## src/rtl/fifo_wr_arbiter_if.sv

```systemverilog
// Requester/FIFO-side bundle of the write arbiter: per-requester handshakes, FIFO write port
// and status. The arbiter uses the slave view; the environment drives through master.
interface fifo_wr_arbiter_if #(
  parameter int unsigned NUM_REQ    = 4,
  parameter int unsigned DATA_WIDTH = 8
) ();
  localparam int unsigned ID_W = $clog2(NUM_REQ);

  logic [NUM_REQ-1:0]            req_valid;
  logic [NUM_REQ*DATA_WIDTH-1:0] req_data;
  logic [NUM_REQ-1:0]            req_ready;
  logic                          fifo_wen;
  logic [DATA_WIDTH-1:0]         fifo_wdata;
  logic                          fifo_wfull;
  logic [ID_W-1:0]               grant_id;
  logic                          busy;
  logic [15:0]                   xfer_cnt;

  modport master (
    output req_valid, req_data, fifo_wfull,
    input  req_ready, fifo_wen, fifo_wdata, grant_id, busy, xfer_cnt
  );

  modport slave (
    input  req_valid, req_data, fifo_wfull,
    output req_ready, fifo_wen, fifo_wdata, grant_id, busy, xfer_cnt
  );
endinterface

```

## src/rtl/fifo_wr_arbiter.sv

```systemverilog
// Round-robin arbiter funnelling NUM_REQ word streams into one FIFO write port, granting
// bursts of up to MAX_BURST words with one idle cycle between owners.
module fifo_wr_arbiter #(
  parameter int unsigned NUM_REQ    = 4,
  parameter int unsigned DATA_WIDTH = 8,
  parameter int unsigned MAX_BURST  = 4
) (
  input logic              clk,
  input logic              rst,
  fifo_wr_arbiter_if.slave bus
);
  localparam int unsigned ID_W  = $clog2(NUM_REQ);
  localparam int unsigned CNT_W = $clog2(MAX_BURST + 1);
  localparam logic [CNT_W-1:0] LAST_BEAT = CNT_W'(MAX_BURST - 1);
  localparam logic [ID_W-1:0]  LAST_ID   = ID_W'(NUM_REQ - 1);

  typedef enum logic [0:0] {StIdle, StBurst} state_e;

  state_e                state_q, state_d;
  logic [ID_W-1:0]       owner_q, owner_d;
  logic [ID_W-1:0]       rr_ptr_q, rr_ptr_d;
  logic [CNT_W-1:0]      burst_cnt_q, burst_cnt_d;
  logic [15:0]           xfer_cnt_q, xfer_cnt_d;
  logic [ID_W-1:0]       pick;
  logic                  any_valid;
  logic                  owner_valid;
  logic [DATA_WIDTH-1:0] owner_data;
  logic                  xfer;
  logic                  release_grant;

  assign any_valid = |bus.req_valid;

  // Scan offsets from farthest to nearest so the last hit is the first set bit at/after rr_ptr.
  always_comb begin
    int idx;
    pick = '0;
    idx  = 0;
    for (int off = int'(NUM_REQ) - 1; off >= 0; off--) begin
      idx = int'(rr_ptr_q) + off;
      if (idx >= int'(NUM_REQ)) idx = idx - int'(NUM_REQ);
      if (bus.req_valid[ID_W'(idx)]) pick = ID_W'(idx);
    end
  end

  always_comb begin
    owner_valid = 1'b0;
    owner_data  = '0;
    for (int i = 0; i < int'(NUM_REQ); i++) begin
      if (ID_W'(i) == owner_q) begin
        owner_valid = bus.req_valid[i];
        owner_data  = bus.req_data[i*DATA_WIDTH +: DATA_WIDTH];
      end
    end
  end

  // Reset gates the write path directly so a burst in flight never leaks a partial write.
  assign xfer = !rst && (state_q == StBurst) && owner_valid && !bus.fifo_wfull;

  assign bus.fifo_wen   = xfer;
  assign bus.fifo_wdata = xfer ? owner_data : '0;
  assign bus.req_ready  = xfer ? (NUM_REQ'(1) << owner_q) : '0;
  assign bus.grant_id   = owner_q;
  assign bus.busy       = (state_q == StBurst);
  assign bus.xfer_cnt   = xfer_cnt_q;

  always_comb begin
    state_d       = state_q;
    owner_d       = owner_q;
    rr_ptr_d      = rr_ptr_q;
    burst_cnt_d   = burst_cnt_q;
    xfer_cnt_d    = xfer_cnt_q;
    release_grant = 1'b0;
    unique case (state_q)
      StIdle: begin
        if (any_valid) begin
          owner_d     = pick;
          burst_cnt_d = '0;
          state_d     = StBurst;
        end
      end
      StBurst: begin
        // A full FIFO just stalls the burst; only the owner running dry or the cap releases it.
        if (!owner_valid) begin
          release_grant = 1'b1;
        end else if (xfer) begin
          burst_cnt_d = burst_cnt_q + 1'b1;
          xfer_cnt_d  = xfer_cnt_q + 16'd1;
          if (burst_cnt_q == LAST_BEAT) release_grant = 1'b1;
        end
        if (release_grant) begin
          rr_ptr_d = (owner_q == LAST_ID) ? '0 : owner_q + 1'b1;
          state_d  = StIdle;
        end
      end
      default: state_d = StIdle;
    endcase
  end

  always_ff @(posedge clk) begin
    if (rst) begin
      state_q     <= StIdle;
      owner_q     <= '0;
      rr_ptr_q    <= '0;
      burst_cnt_q <= '0;
      xfer_cnt_q  <= '0;
    end else begin
      state_q     <= state_d;
      owner_q     <= owner_d;
      rr_ptr_q    <= rr_ptr_d;
      burst_cnt_q <= burst_cnt_d;
      xfer_cnt_q  <= xfer_cnt_d;
    end
  end
endmodule

```

## src/flat_wrapper.sv

```systemverilog
// flat-port wrapper written by rule: the top's interface ports become plain ports
module fifo_wr_arbiter_flat 
#(
  parameter int unsigned NUM_REQ    = 4,
  parameter int unsigned DATA_WIDTH = 8,
  parameter int unsigned MAX_BURST  = 4
)
  (clk, rst, bus_req_valid, bus_req_data, bus_fifo_wfull, bus_req_ready, bus_fifo_wen, bus_fifo_wdata, bus_grant_id, bus_busy, bus_xfer_cnt);
  fifo_wr_arbiter_if #(.NUM_REQ(NUM_REQ), .DATA_WIDTH(DATA_WIDTH)) bus_i ();
  input logic clk;
  input logic rst;
  input wire logic [$bits(bus_i.req_valid)-1:0] bus_req_valid;
  input wire logic [$bits(bus_i.req_data)-1:0] bus_req_data;
  input wire logic [$bits(bus_i.fifo_wfull)-1:0] bus_fifo_wfull;
  output wire logic [$bits(bus_i.req_ready)-1:0] bus_req_ready;
  output wire logic [$bits(bus_i.fifo_wen)-1:0] bus_fifo_wen;
  output wire logic [$bits(bus_i.fifo_wdata)-1:0] bus_fifo_wdata;
  output wire logic [$bits(bus_i.grant_id)-1:0] bus_grant_id;
  output wire logic [$bits(bus_i.busy)-1:0] bus_busy;
  output wire logic [$bits(bus_i.xfer_cnt)-1:0] bus_xfer_cnt;
  assign bus_i.req_valid = bus_req_valid;
  assign bus_i.req_data = bus_req_data;
  assign bus_i.fifo_wfull = bus_fifo_wfull;
  assign bus_req_ready = bus_i.req_ready;
  assign bus_fifo_wen = bus_i.fifo_wen;
  assign bus_fifo_wdata = bus_i.fifo_wdata;
  assign bus_grant_id = bus_i.grant_id;
  assign bus_busy = bus_i.busy;
  assign bus_xfer_cnt = bus_i.xfer_cnt;
  fifo_wr_arbiter #(.NUM_REQ(NUM_REQ), .DATA_WIDTH(DATA_WIDTH), .MAX_BURST(MAX_BURST)) u_core (.clk(clk), .rst(rst), .bus(bus_i));
endmodule
```

## config.mk

```make
export PLATFORM = sky130hd
export DESIGN_NAME = fifo_wr_arbiter_flat
export DESIGN_NICKNAME = d
export VERILOG_FILES = /design/src/rtl/fifo_wr_arbiter_if.sv /design/src/rtl/fifo_wr_arbiter.sv /design/src/flat_wrapper.sv
export SDC_FILE = /design/constraint.sdc
export NUM_CORES = 1
export LEC_CHECK = 0
export BUFFER_PORTS_ARGS = -buffer_cell sky130_fd_sc_hd__buf_4
export CAP_MARGIN = 20
export CELL_PAD_IN_SITES_DETAIL_PLACEMENT = 2
export CELL_PAD_IN_SITES_GLOBAL_PLACEMENT = 2
export CORE_MARGIN = 5
export CORE_UTILIZATION = 25
export DETAILED_ROUTE_END_ITERATION = 7
export GPL_ROUTABILITY_DRIVEN = 0
export GPL_TIMING_DRIVEN = 0
export PLACE_DENSITY_LB_ADDON = 0.1
export SLEW_MARGIN = 20
export SYNTH_ARGS = -nofsm -noshare
export SYNTH_HDL_FRONTEND = slang
export SYNTH_SLANG_ARGS = --single-unit
export TNS_END_PERCENT = 1
```

## constraint.sdc

```tcl
create_clock -name clk -period 2.5 [get_ports clk]
set_input_delay 0.5 -clock clk [delete_from_list [all_inputs] [get_ports clk]]
set_output_delay 0.5 -clock clk [all_outputs]
set_load 0.005 [all_outputs]
```

* Yosys cells after proc, flatten, opt, wreduce, memory -nomap -nowiden *
Index checks and enable logic that the tools add are counted.

operators by class
  equal/unequal tests = 8
  multiply operators = 0
  reductions and logical operators = 11
  $lt $le $gt $ge = 8
  add/subtract/negate cells = 10
  bitwise logic cells = 1
  shift-type cells = 1
  muxes and demuxes = 42
  div/mod/pow operators = 0

operators by type and width
  cell                                                 number
  two-way mux 8 bit                                    5
  two-way mux 1 bit                                    18
  two-way mux 2 bit                                    9
  adder 16 x 1 -> 16 bit, second input constant        1
  < comparator 2 x 4 -> 1 bit, second input constant   4
  >= comparator 3 bit, second input constant           3
  two-way mux 3 bit                                    3
  binary-select mux 1 bit (select 2 bit)               4
  subtractor 2 x 1 -> 2 bit, second input constant     4
  adder 2 x 2 -> 3 bit, second input constant          2
  one-hot mux 3 bit (2 select lines)                   1
  AND reduction 3 bit                                  2
  equality test 2 bit, first input constant            2
  two-way mux 4 bit                                    1
  inequality test 2 bit, second input constant         2
  AND reduction 2 bit                                  2
  OR reduction 4 bit                                   1
  left shift 1 x 2 -> 4 bit, first input constant      1
  adder 2 x 1 -> 3 bit, second input constant          1
  adder 3 x 1 -> 3 bit, second input constant          1
  equality test 3 x 2 -> 1 bit, second input constant  1
  >= comparator 2 x 3 -> 1 bit, second input constant  1
  logical AND 1 bit                                    3
  adder 2 x 1 -> 2 bit, second input constant          1
  other kinds (7)                                      8

word-level totals
  logic and storage cells = 86
  latch bits = 0
  RAM bits = 0
  input port bits = 39
  flip-flop bits (word level) = 24
  output and inout bits = 32
  bits in read-only memories = 0
  memories kept = 0

* Longest topological paths before layout *
Gate-level depths: netlist (run 1).

  depth in word-level cells = 12
  depth in mapped cells = 9
  gate-level depth less buffers = 8

* Least setup slack after synthesis (run 1) *
Ideal clock, no wire load.

  path type = flip-flop to output port
  start = register u_core.owner_q[0] (netlist: u_core.bus.grant_id[0])
  end = output bus_req_ready[0]
  data arrival time = 1846 ps
  data required time = 2000 ps
  path buffers = 1
  path slack = 154 ps
  stages on the path, launching flop included = 9
  cell sequence = dfxtp_1 > inv_1 > ha_1 > buf_6 > a211oi_1 > a211oi_4 > nand3_4 > clkinv_1 > and2_1

between the ends
  longest elaborated chain between the ends = 8

ends and longest elaborated chain
  element                             RTL line                RTL
  start: declaration                  fifo_wr_arbiter.sv:20   logic [ID_W-1:0] owner_q, owner_d;
  start signal: assignment            fifo_wr_arbiter.sv:108  owner_q <= owner_d;
  zero test 2 bit                     fifo_wr_arbiter.sv:49   if (ID_W'(i) == owner_q) begin
  two-way mux 1 bit (3 in a row)      fifo_wr_arbiter.sv:49
  two-way mux 1 bit (*)               fifo_wr_arbiter.sv:49
  logical AND 1 bit (*) (2 in a row)  fifo_wr_arbiter.sv:57   assign xfer = !rst && (state_q == StBurst) && owner_valid && !bus.fifo_wfull;
  via bus_fifo_wen                    flat_wrapper.sv:16      output wire logic [$bits(bus_i.fifo_wen)-1:0] bus_fifo_wen;
  two-way mux 4 bit (*)               fifo_wr_arbiter.sv:61   assign bus.req_ready = xfer ? (NUM_REQ'(1) << owner_q) : '0;
  end: declaration                    flat_wrapper.sv:15      output wire logic [$bits(bus_i.req_ready)-1:0] bus_req_ready;

Mark *: on every way through the listed nets, which the timed path passes. The rest lies on a longest branch.

* Worst setup path after layout (run 1) *
  start = register u_core.owner_q[0] (netlist: u_core.bus.grant_id[0])
  end = output bus_fifo_wdata[2]

between the ends
  longest elaborated chain between the ends = 8

ends and longest elaborated chain
  element                         RTL line               RTL
  zero test 2 bit                 fifo_wr_arbiter.sv:49
  two-way mux 1 bit (4 in a row)  fifo_wr_arbiter.sv:49
  logical AND 1 bit (2 in a row)  fifo_wr_arbiter.sv:57
  two-way mux 8 bit (*)           fifo_wr_arbiter.sv:60  assign bus.fifo_wdata = xfer ? owner_data : '0;
  end: declaration                flat_wrapper.sv:17     output wire logic [$bits(bus_i.fifo_wdata)-1:0] bus_fifo_wdata;

Mark *: on every way between the ends. The rest lies on a longest branch, timed or not.

==> results.cfg, run 1 <==
[synth]
synth_seq_area_share_pct = 30.5
synth_cell_type_count = 37
syn_nets = 250
synth_area_um2 = 1580
synth_top_cells_by_area = dfxtp_1 (30%), a21oi_1 (7.3%), nor2_1 (5.7%), ha_1 (5.6%), a221oi_1 (5.0%)
synth-main-ff-cell = dfxtp_1
synth-seq-cells = 24
postSynth.asyncResetShare_pct = 0
syn_avg_cell_area_um2 = 7.73
synth_top_area_cell = dfxtp_1
yosysWarnings = 0
synthCells = 204
synth_top_area_share_pct = 30.5
synth_edf_count = 0

[global_route]
overflow = 0
antenna_found_initial = 0
grtUsageTotal_pct = 16.2
grt_first_pass_wirelength_um = 10000
grt_max_degree = 14
grt_pass1_vias = 1913

[place]
portBuffers = 69
dpl.hpwl_um = 4560

[timing]
fmax_mhz = 388
min_period_ps = 2580
fin_setup_tns_ps = -79.6
hold-worst-slack_ps = 478
slew_viol_final = 0
setup_ws_ps = -79.6
max_slew_margin_pct = 42.6
skew_ps = 3.62
tightestPinTransition_ps = 851
finalHoldViolCount = 0
min_period_over_period_pct = 103
rsz0062_at_grt = true
setup_viol = 1

[setup_path]
required_ps = 2000
crit_type = reg -> out
ff2ff_path_depth = 9
cp-start-kind = register
slowest_stage = dfxtp_4
cp-end-kind = output pin
timing.rr.end = u_core.bus.xfer_cnt[15]
r2r_start = u_core.bus.grant_id[0]
cp.arrival_ps = 2080
crit_chain = buf_12 > ha_4 > clkbuf_16 > buf_4 > a221oi_2 > nor3_2 > a21oi_1 > nor2_4 > buf_6
slowest_delay_ps = 380
path_max_fanout = 7
reg2reg_slack_ps = 170

[routing]
drt_iter0_markers = 42
finalWirelength_um = 6690
vias = 1901
avgRoutedWirePerCell_um = 18.1
viasPerCell = 5.15
drcViolationCount = 0
drt_pass1_iterations = 4
detail-route-antenna-nets = 0

[cells_and_area]
n_fill_cell = 704
multi_input_comb_area_um2 = 1180
nets = 339
seqCellArea_um2 = 488
area.growth.synth_to_final_pct = 68.4
drive_gt1_share_pct = 45.5
insertedDiodeCount = 0

[clock_tree]
htreeDepth = 1
numCtsBuffers = 3
tritoncts = done
clock_path_buffers = 2
hold_buffers = 0
clock_sinks = 24
cts_root_buf = clkbuf_8
clkTransAtPathRegs_ps = 90
clkLatencyLatePin_ps = 270

[die]
initial_core_util_pct = 25.3
die_w_um = 89.4
coreArea_um2 = 6240
ios = 71
dieHeight_um = 89.4
rows = 29
dieArea_um2 = 7990

[outcome]
status = finished, violations left
violations = negative setup slack

[pwr]
power.density_nw_per_um2 = 417
leakagePower_nw = 1.11
peakVddDrop_uv = 218

[hold_path]
hp-start = u_core.bus.xfer_cnt[15]
whs_path_depth = 1
hold_class = reg -> reg
holdPathEnd = u_core.bus.xfer_cnt[15]

[job]
maxCapViolCount = 0
## routing by layer
metal	GRT usage, %	up-vias	part of all wire (%)
met3	2.86	6	5.3
li1	-	906	-
met1	21.1	939	45
met2	27.9	50	49
met4	3.25	0	0.82
met5	0	-	0
## final cells by class
cell class | instances | share of cell area, %
buffer | 12 | 4.57
clock buffer | 4 | 2.07
inverter | 10 | 1.70
multi-input combinational | 158 | 44.5
sequential | 24 | 18.4
tap | 77 | 3.63
timing repair buffer | 84 | 25.2
## stage by stage
stage                     power, mW  instances  cell area (µm²)  setup WS, ps  utilization [%]
after global placement        0.690        350             2190          -359             35.1
after detailed placement      0.697        350             2200          -370             35.2
after floorplan               0.574        204             1580           154                -
final                          1.11        369             2660         -79.6             42.5
after global routing           1.18        369             2660          -181             42.5
after CTS                      1.09        366             2600         -22.4             41.7
## cell families (layout without fill, tap and decap cells)
family,count (synthesis),count (layout),share of synthesized area (%)
buffers and inverters,22,110,6.27
AOI/OAI and AO/OA,48,48,20.2
adders and majority gates,7,7,5.56
muxes,3,3,1.90
DFF,24,24,30.5
and+or+nand+nor,92,92,31.1
xor gates and xnor gates,8,8,4.44
## worst max-delay path by stage
stage                                 startpoint           endpoint  slack [ps]  cells past startpoint
after floorplan           u_core.bus.grant_id[0]   bus_req_ready[0]         150                      8
after global placement    u_core.bus.grant_id[0]  bus_fifo_wdata[0]        -360                      9
after detailed placement  u_core.bus.grant_id[0]  bus_fifo_wdata[2]        -370                      9
after CTS                 u_core.bus.grant_id[0]  bus_fifo_wdata[0]         -20                      8
after global routing      u_core.bus.grant_id[0]  bus_fifo_wdata[2]        -180                      9
final                     u_core.bus.grant_id[0]  bus_fifo_wdata[2]         -80                      9
## repair_timing
item | 4_1_cts | 5_1_grt
endpoints found under the setup margin | 17 | 12
pin swaps | 12 | 3
buffers inserted | 11 | 3
cloned | 1 | 0
gates resized for setup | 58 | 9
## worst max-delay path: cells and delay by family (launching register included)
kind	cells	cell delay, ps
DFF	1	380
AOI/OAI and AO/OA	2	550
adders and majority gates	1	170
and+or+nand+nor	2	150
buffers and inverters	4	570
## power breakdown
group          internal, mW  switching (mW)
clock network         0.141           0.129
registers             0.393          0.0149
logic                 0.219           0.211
total                 0.753           0.355
## state kept, by name (all words and copies together) (netlist names)
name                 count
u_core.rr_ptr_q          2
u_core.bus.grant_id      2
u_core.bus.xfer_cnt     16
u_core.burst_cnt_q       3
u_core.bus.busy          1
## synth_stat cells, types with 5 or more instances
| master | count |
|---|---|
| ha_1 | 7 |
| nand4_1 | 8 |
| clkbuf_1 | 8 |
| inv_1 | 9 |
| a21oi_1 | 23 |
| nand2_1 | 12 |
| nor2b_1 | 10 |
| o21ai_0 | 5 |
| dfxtp_1 | 24 |
| nor2_1 | 24 |
| nor3_1 | 12 |
| and2_1 | 5 |
| xor2_1 | 6 |
| a221oi_1 | 9 |
| nand3_1 | 5 |
## placed cells by master, fill, tap and decap left out, types with 6 or more instances in the layout
master and count:
a21oi_1 22, a221oi_2 8, buf_4 78, buf_6 7, dfxtp_1 22, inv_1 7
nand2_1 12, nand4_1 8, nor2_1 16, nor2b_1 9, nor3_1 9, xor2_1 6
No activity file was read; power rests on OpenSTA's default activity.
==> run 2: changes to the inputs <==
--- a/config.mk
+++ b/config.mk
@@ -5,8 +5,8 @@
 export SDC_FILE = /design/constraint.sdc
 export NUM_CORES = 1
 export LEC_CHECK = 0
+export ABC_AREA = 1
 export BUFFER_PORTS_ARGS = -buffer_cell sky130_fd_sc_hd__buf_4
-export CAP_MARGIN = 20
 export CELL_PAD_IN_SITES_DETAIL_PLACEMENT = 2
 export CELL_PAD_IN_SITES_GLOBAL_PLACEMENT = 2
 export CORE_MARGIN = 5
@@ -15,6 +15,7 @@
 export GPL_ROUTABILITY_DRIVEN = 0
 export GPL_TIMING_DRIVEN = 0
 export PLACE_DENSITY_LB_ADDON = 0.1
+export SETUP_SLACK_MARGIN = 0.4
 export SLEW_MARGIN = 20
 export SYNTH_ARGS = -nofsm -noshare
 export SYNTH_HDL_FRONTEND = slang
==> run 2 against run 1 <==
Effect of this change: the flow now finishes without violations; synthesized area rose by 15%; die area rose by 14%; hold slack improved by 17 ps; maximum frequency rose by 3.3%; register-to-register slack improved by 450 ps; sequential cell count did not move; worst setup slack improved by 83 ps; clock skew rose by 5.3 ps; sequential power rose by 11%; wire length rose by 7.8%.
==> results.cfg, run 2 <==
[pwr]
power.density_nw_per_um2 = 612
leakagePower_nw = 1.18
total_power_mw = 1.65
peakVddDrop_uv = 188

[global_route]
antenna_found_initial = 0
grtUsageTotal_pct = 16.1
grt_max_degree = 15
grt_first_pass_wirelength_um = 11500
overflow = 0
grt_pass1_vias = 2365

[cells_and_area]
seqCellArea_um2 = 485
nets = 412
drive_gt1_share_pct = 32.9
layout.cells.non_filler = 464
multi_input_comb_area_um2 = 1210
area.growth.synth_to_final_pct = 48.1
insertedDiodeCount = 0
n_fill_cell = 894
largest_reg_flops = 16
layout_commonest_cell = nand2_1
layout_common_cells = nand2_1 (88), buf_4 (77), inv_1 (22), dfxtp_1 (22), nor2_1 (21)

[outcome]
status = completed

[synth]
yosysWarnings = 0
yosys.area_share.simple_pct = 34.3
synth_top_cells_by_area = dfxtp_1 (26%), nand2_1 (18%), a21oi_1 (6.1%), nand3_1 (5.5%), inv_1 (5.0%)
syn_nets = 329
synth_mux_area_share_pct = 0
synth_commonest_cells = nand2_1 (88), dfxtp_1 (24), inv_1 (24), nor2_1 (23), a21oi_1 (22)
synth_edf_count = 0
synth-seq-cells = 24
synth-main-ff-cell = dfxtp_1
yosys.area_share.adder_pct = 4.81
synth_seq_area_share_pct = 26.4
yosys.cell_count.top_type = nand2_1
synthCells = 283
synth_top_family_by_area = simple AND/OR/NAND/NOR gates
synth_area_um2 = 1820
synth_top_area_cell = dfxtp_1
synth_compound_area_share_pct = 19.1
postSynth.asyncResetShare_pct = 0
synth_cell_type_count = 31
synthXorXnorAreaFrac_pct = 6.26
synth_top_area_share_pct = 26.4
syn_avg_cell_area_um2 = 6.43

[routing]
avgRoutedWirePerCell_um = 15.5
finalWirelength_um = 7210
drcViolationCount = 0
viasPerCell = 4.69
drt_iter0_markers = 24
vias = 2175
drt_pass1_iterations = 4
detail-route-antenna-nets = 0

[setup_path]
crit_type = reg -> out
required_ps = 2000
cpMostUsedCell = nand2_2
slowest_stage = dfxtp_4
reg2reg_slack_ps = 620
cp-end-kind = output pin
crit_chain = inv_2 > ha_2 > buf_6 > inv_4 > nand2_2 > o22ai_2 > nand2_1 > nand2_2 > nand3_4 > buf_8 > a211oi_2 > buf_4
cp.arrival_ps = 2000
path_max_fanout = 7
slowest_delay_ps = 380
cp-start-kind = register

[timing]
min_period_ps = 2500
fmax_mhz = 400
rsz0062_at_grt = true
max_slew_margin_pct = 58.5
skew_ps = 8.93
slew_viol_final = 0
finalHoldViolCount = 0
min_period_over_period_pct = 99.9
setup_viol = 0
tightestPinTransition_ps = 623

[clock_tree]
clock_path_buffers = 2
numCtsBuffers = 3
clkLatencyLatePin_ps = 280
clkTransAtPathRegs_ps = 90
clock_sinks = 24
cts_root_buf = clkbuf_8
htreeDepth = 1
hold_buffers = 0
tritoncts = done

[die]
ios = 71
rows = 31
dieHeight_um = 95.3
die_w_um = 95.3
dieArea_um2 = 9080
coreArea_um2 = 7180
initial_core_util_pct = 25.4

[place]
portBuffers = 70
dp.cells = 452
dpl.hpwl_um = 5680

[hold_path]
hold_class = reg -> reg

[job]
maxCapViolCount = 0
==> run 2: cell types whose count changed after synthesis, moves of 6 or more <==
cell,before,now
nand2_1,12,88
inv_1,9,24
nand3_1,5,20
nor2b_1,10,0
a221oi_1,9,0
a21oi_2,0,8
a22oi_1,0,6
nand4_1,8,2
==> run 2: through the flow <==
| stage | instance area [µm²] | TNS (ps) | setup WS, ps | utilization (%) | hold slack, ps |
|---|---|---|---|---|---|
| final | 2700 | 0 | 2.86 | 37.6 | 495 |
| after global routing | 2700 | -1500 | -154 | 37.6 | 533 |
| after CTS | 2680 | -57.9 | -29.3 | 37.3 | 501 |
| after detailed placement | 2470 | 0 | 42.6 | 34.4 | 486 |
| after global placement | 2470 | 0 | 26.8 | 34.4 | 474 |
| after floorplan | 1820 | 0 | 435 | - | 457 |
==> run 2: final cells by class <==
| class | count | area share (%) |
|---|---|---|
| multi-input cells | 222 | 45.0 |
| repair buffers | 78 | 22.5 |
| flip-flops and latches | 24 | 18.0 |
| well taps | 99 | 4.60 |
| inverters | 26 | 3.90 |
| plain buffers | 11 | 3.34 |
| clock buffers | 3 | 1.53 |
| clock inverters | 1 | 1.11 |
==> run 2: cells by family (layout without fill, tap and decap cells) <==
logic type	count (synthesis)	after routing
xor gates and xnor gates	13	13
DFF	24	24
buffers and inverters	37	119
AOI/OAI and AO/OA	55	55
adders and majority gates	7	7
and+or+nand+nor	147	147
==> run 2: final timing paths <==
kind,from,endpoint,depth (start not counted)
setup / recovery,u_core.bus.grant_id[1],bus_fifo_wdata[5],12
hold / removal,u_core.burst_cnt_q[1],u_core.burst_cnt_q[1],2
setup reg to reg,u_core.bus.grant_id[1],u_core.bus.xfer_cnt[13],13
hold reg to reg,u_core.burst_cnt_q[1],u_core.burst_cnt_q[1],2
==> run 2: repair_timing <==
item | 4_1_cts | 5_1_grt
cloned | 1 | 0
gates resized for setup | 27 | 0
hold endpoints to repair | 0 | 0
setup buffers | 5 | 2
pin swaps | 1 | 0
endpoints found under the setup margin | 13 | 13
==> run 2: where the power goes <==
| group | internal (mW) | switching (mW) | total, mW |
|---|---|---|---|
| logic | 0.362 | 0.483 | 0.845 |
| registers | 0.415 | 0.0355 | 0.451 |
| clock network | 0.215 | 0.138 | 0.352 |
==> run 2: routing by layer <==
layer / vias up / part of all wire (%) / GRT usage [%] / routed length, µm
met4: 0 / 0.85 / 3.61 / 61
met5: - / 0 / 0 / 0
met3: 5 / 3.4 / 1.74 / 242
met1: 1039 / 43 / 19.2 / 3060
li1: 1093 / - / - / -
met2: 38 / 53 / 30.6 / 3840
==> run 2: worst max-delay path, delay by kind of cell, from the launching register on <==
family          cells  cell delay [ps]
flops               1              380
simple gates        4              400
buf+inv             5              550
compound gates      2              220
fa+ha+maj           1              170
==> run 3: changes to the inputs <==
--- a/config.mk
+++ b/config.mk
@@ -5,16 +5,16 @@
 export SDC_FILE = /design/constraint.sdc
 export NUM_CORES = 1
 export LEC_CHECK = 0
-export ABC_AREA = 1
 export BUFFER_PORTS_ARGS = -buffer_cell sky130_fd_sc_hd__buf_4
 export CELL_PAD_IN_SITES_DETAIL_PLACEMENT = 2
 export CELL_PAD_IN_SITES_GLOBAL_PLACEMENT = 2
 export CORE_MARGIN = 5
-export CORE_UTILIZATION = 25
+export CORE_UTILIZATION = 26
+export CTS_BUF_LIST = sky130_fd_sc_hd__clkbuf_8
 export DETAILED_ROUTE_END_ITERATION = 7
 export GPL_ROUTABILITY_DRIVEN = 0
 export GPL_TIMING_DRIVEN = 0
-export PLACE_DENSITY_LB_ADDON = 0.1
+export PLACE_DENSITY_LB_ADDON = 0.05
 export SETUP_SLACK_MARGIN = 0.4
 export SLEW_MARGIN = 20
 export SYNTH_ARGS = -nofsm -noshare
==> run 3 against run 2 <==
Effect of this change: the flow now finishes with violations (negative setup slack); clock skew fell by 2.4 ps; combinational power down 53%; non-clock buffer count stayed put; via count decreased by 16%; critical path depth down 2; global-route usage increased by 0.11 points; clock power is 35% lower; worst setup slack got worse by 24 ps; critical path type unchanged.
==> results.cfg, run 3 (synthesis results as in run 1) <==
[global_route]
grt_max_degree = 14
grt_pass1_vias = 1955
grt_first_pass_wirelength_um = 10000
antenna_found_initial = 0
overflow = 0
grtUsageTotal_pct = 16.2

[timing]
min_period_ps = 2520
setup_ws_ps = -20.7
slew_viol_final = 0
finalHoldViolCount = 0
max_slew_margin_pct = 41.4
tightestPinTransition_ps = 869
skew_ps = 6.51
hold-worst-slack_ps = 489
rsz0062_at_grt = true
min_period_over_period_pct = 101
fmax_mhz = 397
setup_viol = 1

[die]
dieArea_um2 = 7720
die_w_um = 87.9
dieHeight_um = 87.9
ios = 71
initial_core_util_pct = 26.6
rows = 28
coreArea_um2 = 5920

[routing]
drcViolationCount = 0
drt_pass1_iterations = 4
drt_iter0_markers = 26
viasPerCell = 5.06
avgRoutedWirePerCell_um = 17.4
finalWirelength_um = 6270
detail-route-antenna-nets = 0
vias = 1821

[cells_and_area]
n_fill_cell = 693
drive_gt1_share_pct = 44.6
layout_common_cells = buf_4 (73), dfxtp_1 (22), a21oi_1 (17)
layout_commonest_cell = buf_4
largest_reg_flops = 16
area.growth.synth_to_final_pct = 63.8
stdcell_area_um2 = 2580
layout.cells.non_filler = 360
nets = 332
insertedDiodeCount = 0

[place]
dpl.hpwl_um = 4760
post-place-ws_ps = -61.6
placed_area_um2 = 2330
portBuffers = 69
dp.cells = 348

[clock_tree]
tritoncts = done
htreeDepth = 1
numCtsBuffers = 3
clkLatencyLatePin_ps = 260
clock_path_buffers = 2
clock_sinks = 24
clkTransAtPathRegs_ps = 80
hold_buffers = 0
cts_root_buf = clkbuf_8

[hold_path]
hold_class = reg -> reg
hp-start = u_core.bus.xfer_cnt[15]

[job]
maxCapViolCount = 0

[setup_path]
cpMostUsedCell = buf_4
cp.arrival_ps = 2020
slowest_delay_ps = 370
path_max_fanout = 8
crit_type = reg -> out
worstSetupStartpoint = u_core.bus.grant_id[0]
cp_top_family = buffers and inverters
cp-start-kind = register
r2r_start = u_core.bus.grant_id[0]
crit_chain = buf_4 > ha_4 > clkbuf_8 > nor2b_1 > buf_4 > a221oi_2 > nor3_1 > a21oi_2 > nor2_4 > buf_6
required_ps = 2000
slowest_stage = dfxtp_4
cp-end-kind = output pin
critPathBufInv = 4

[pwr]
power.density_nw_per_um2 = 399
peakVddDrop_uv = 258
leakagePower_nw = 1.06

[outcome]
violations = negative setup slack
status = finished, violations left
## run 3: cell count changes in the layout (fill, tap and decap cells not counted), sizes merged, moves of 7 or more
cell | before | now
a221oi | 0 | 9
a21oi | 30 | 23
nand3 | 21 | 6
nor2b | 0 | 10
nand2 | 90 | 12
inv | 25 | 9
## run 3: worst reg2reg max path: stages, from the launching register on
cell	delay, ps
dfxtp_4	370
buf_4	140
ha_4	160
nand3b_4	150
a211oi_4	320
buf_4	230
nand3_1	110
buf_2	230
or3_1	370
a21oi_1	180
## run 3: timing repair
| item | CTS | global route |
|---|---|---|
| cloned | 1 | 0 |
| pin swaps | 2 | 2 |
| buffers inserted | 7 | 0 |
| endpoints found under the setup margin | 20 | 21 |
| gates resized for setup | 24 | 10 |
## run 3: worst paths after layout
| path | cells after the start | slack (ps) | endpoint |
|---|---|---|---|
| min | 1 | 490 | u_core.bus.xfer_cnt[15] |
| max | 10 | -20 | bus_fifo_wdata[3] |
| max reg2reg | 9 | 160 | u_core.bus.xfer_cnt[9] |
| min reg2reg | 1 | 490 | u_core.bus.xfer_cnt[15] |
## run 3: metal layers
metal  wire length (µm)  global-route usage (%)  up-vias
li1                   -                       -      889
met1               2820                    20.1      878
met2               3090                    30.0       50
met3                333                    2.16        4
met4                 37                    2.93        0
met5                  0                       0        -
## run 3: layout make-up
type                       count  area, µm²  share of cell area (%)
clock buffer                   3       41.3                    1.60
multi-input combinational    158       1200                    46.7
buffer                        12        103                    3.97
tap                           75       93.8                    3.63
sequential                    24        488                    18.9
clock inverter                 1       3.75                   0.145
inverter                      10       45.0                    1.74
timing repair buffer          77        603                    23.4
## run 3: power by group
part           internal [mW]  switching [mW]  leakage [nW]
logic                  0.188           0.206         0.838
registers              0.393          0.0132         0.196
clock network          0.110           0.119        0.0231
## run 3: per-stage QoR
stage | power (mW) | setup TNS [ps] | util (%)
after floorplan | 0.611 | 0 | -
after global placement | 0.729 | -33.1 | 39.2
after detailed placement | 0.735 | -61.6 | 39.3
after CTS | 1.03 | -417 | 43.1
after global routing | 1.10 | -1310 | 43.6
final | 1.03 | -20.7 | 43.6
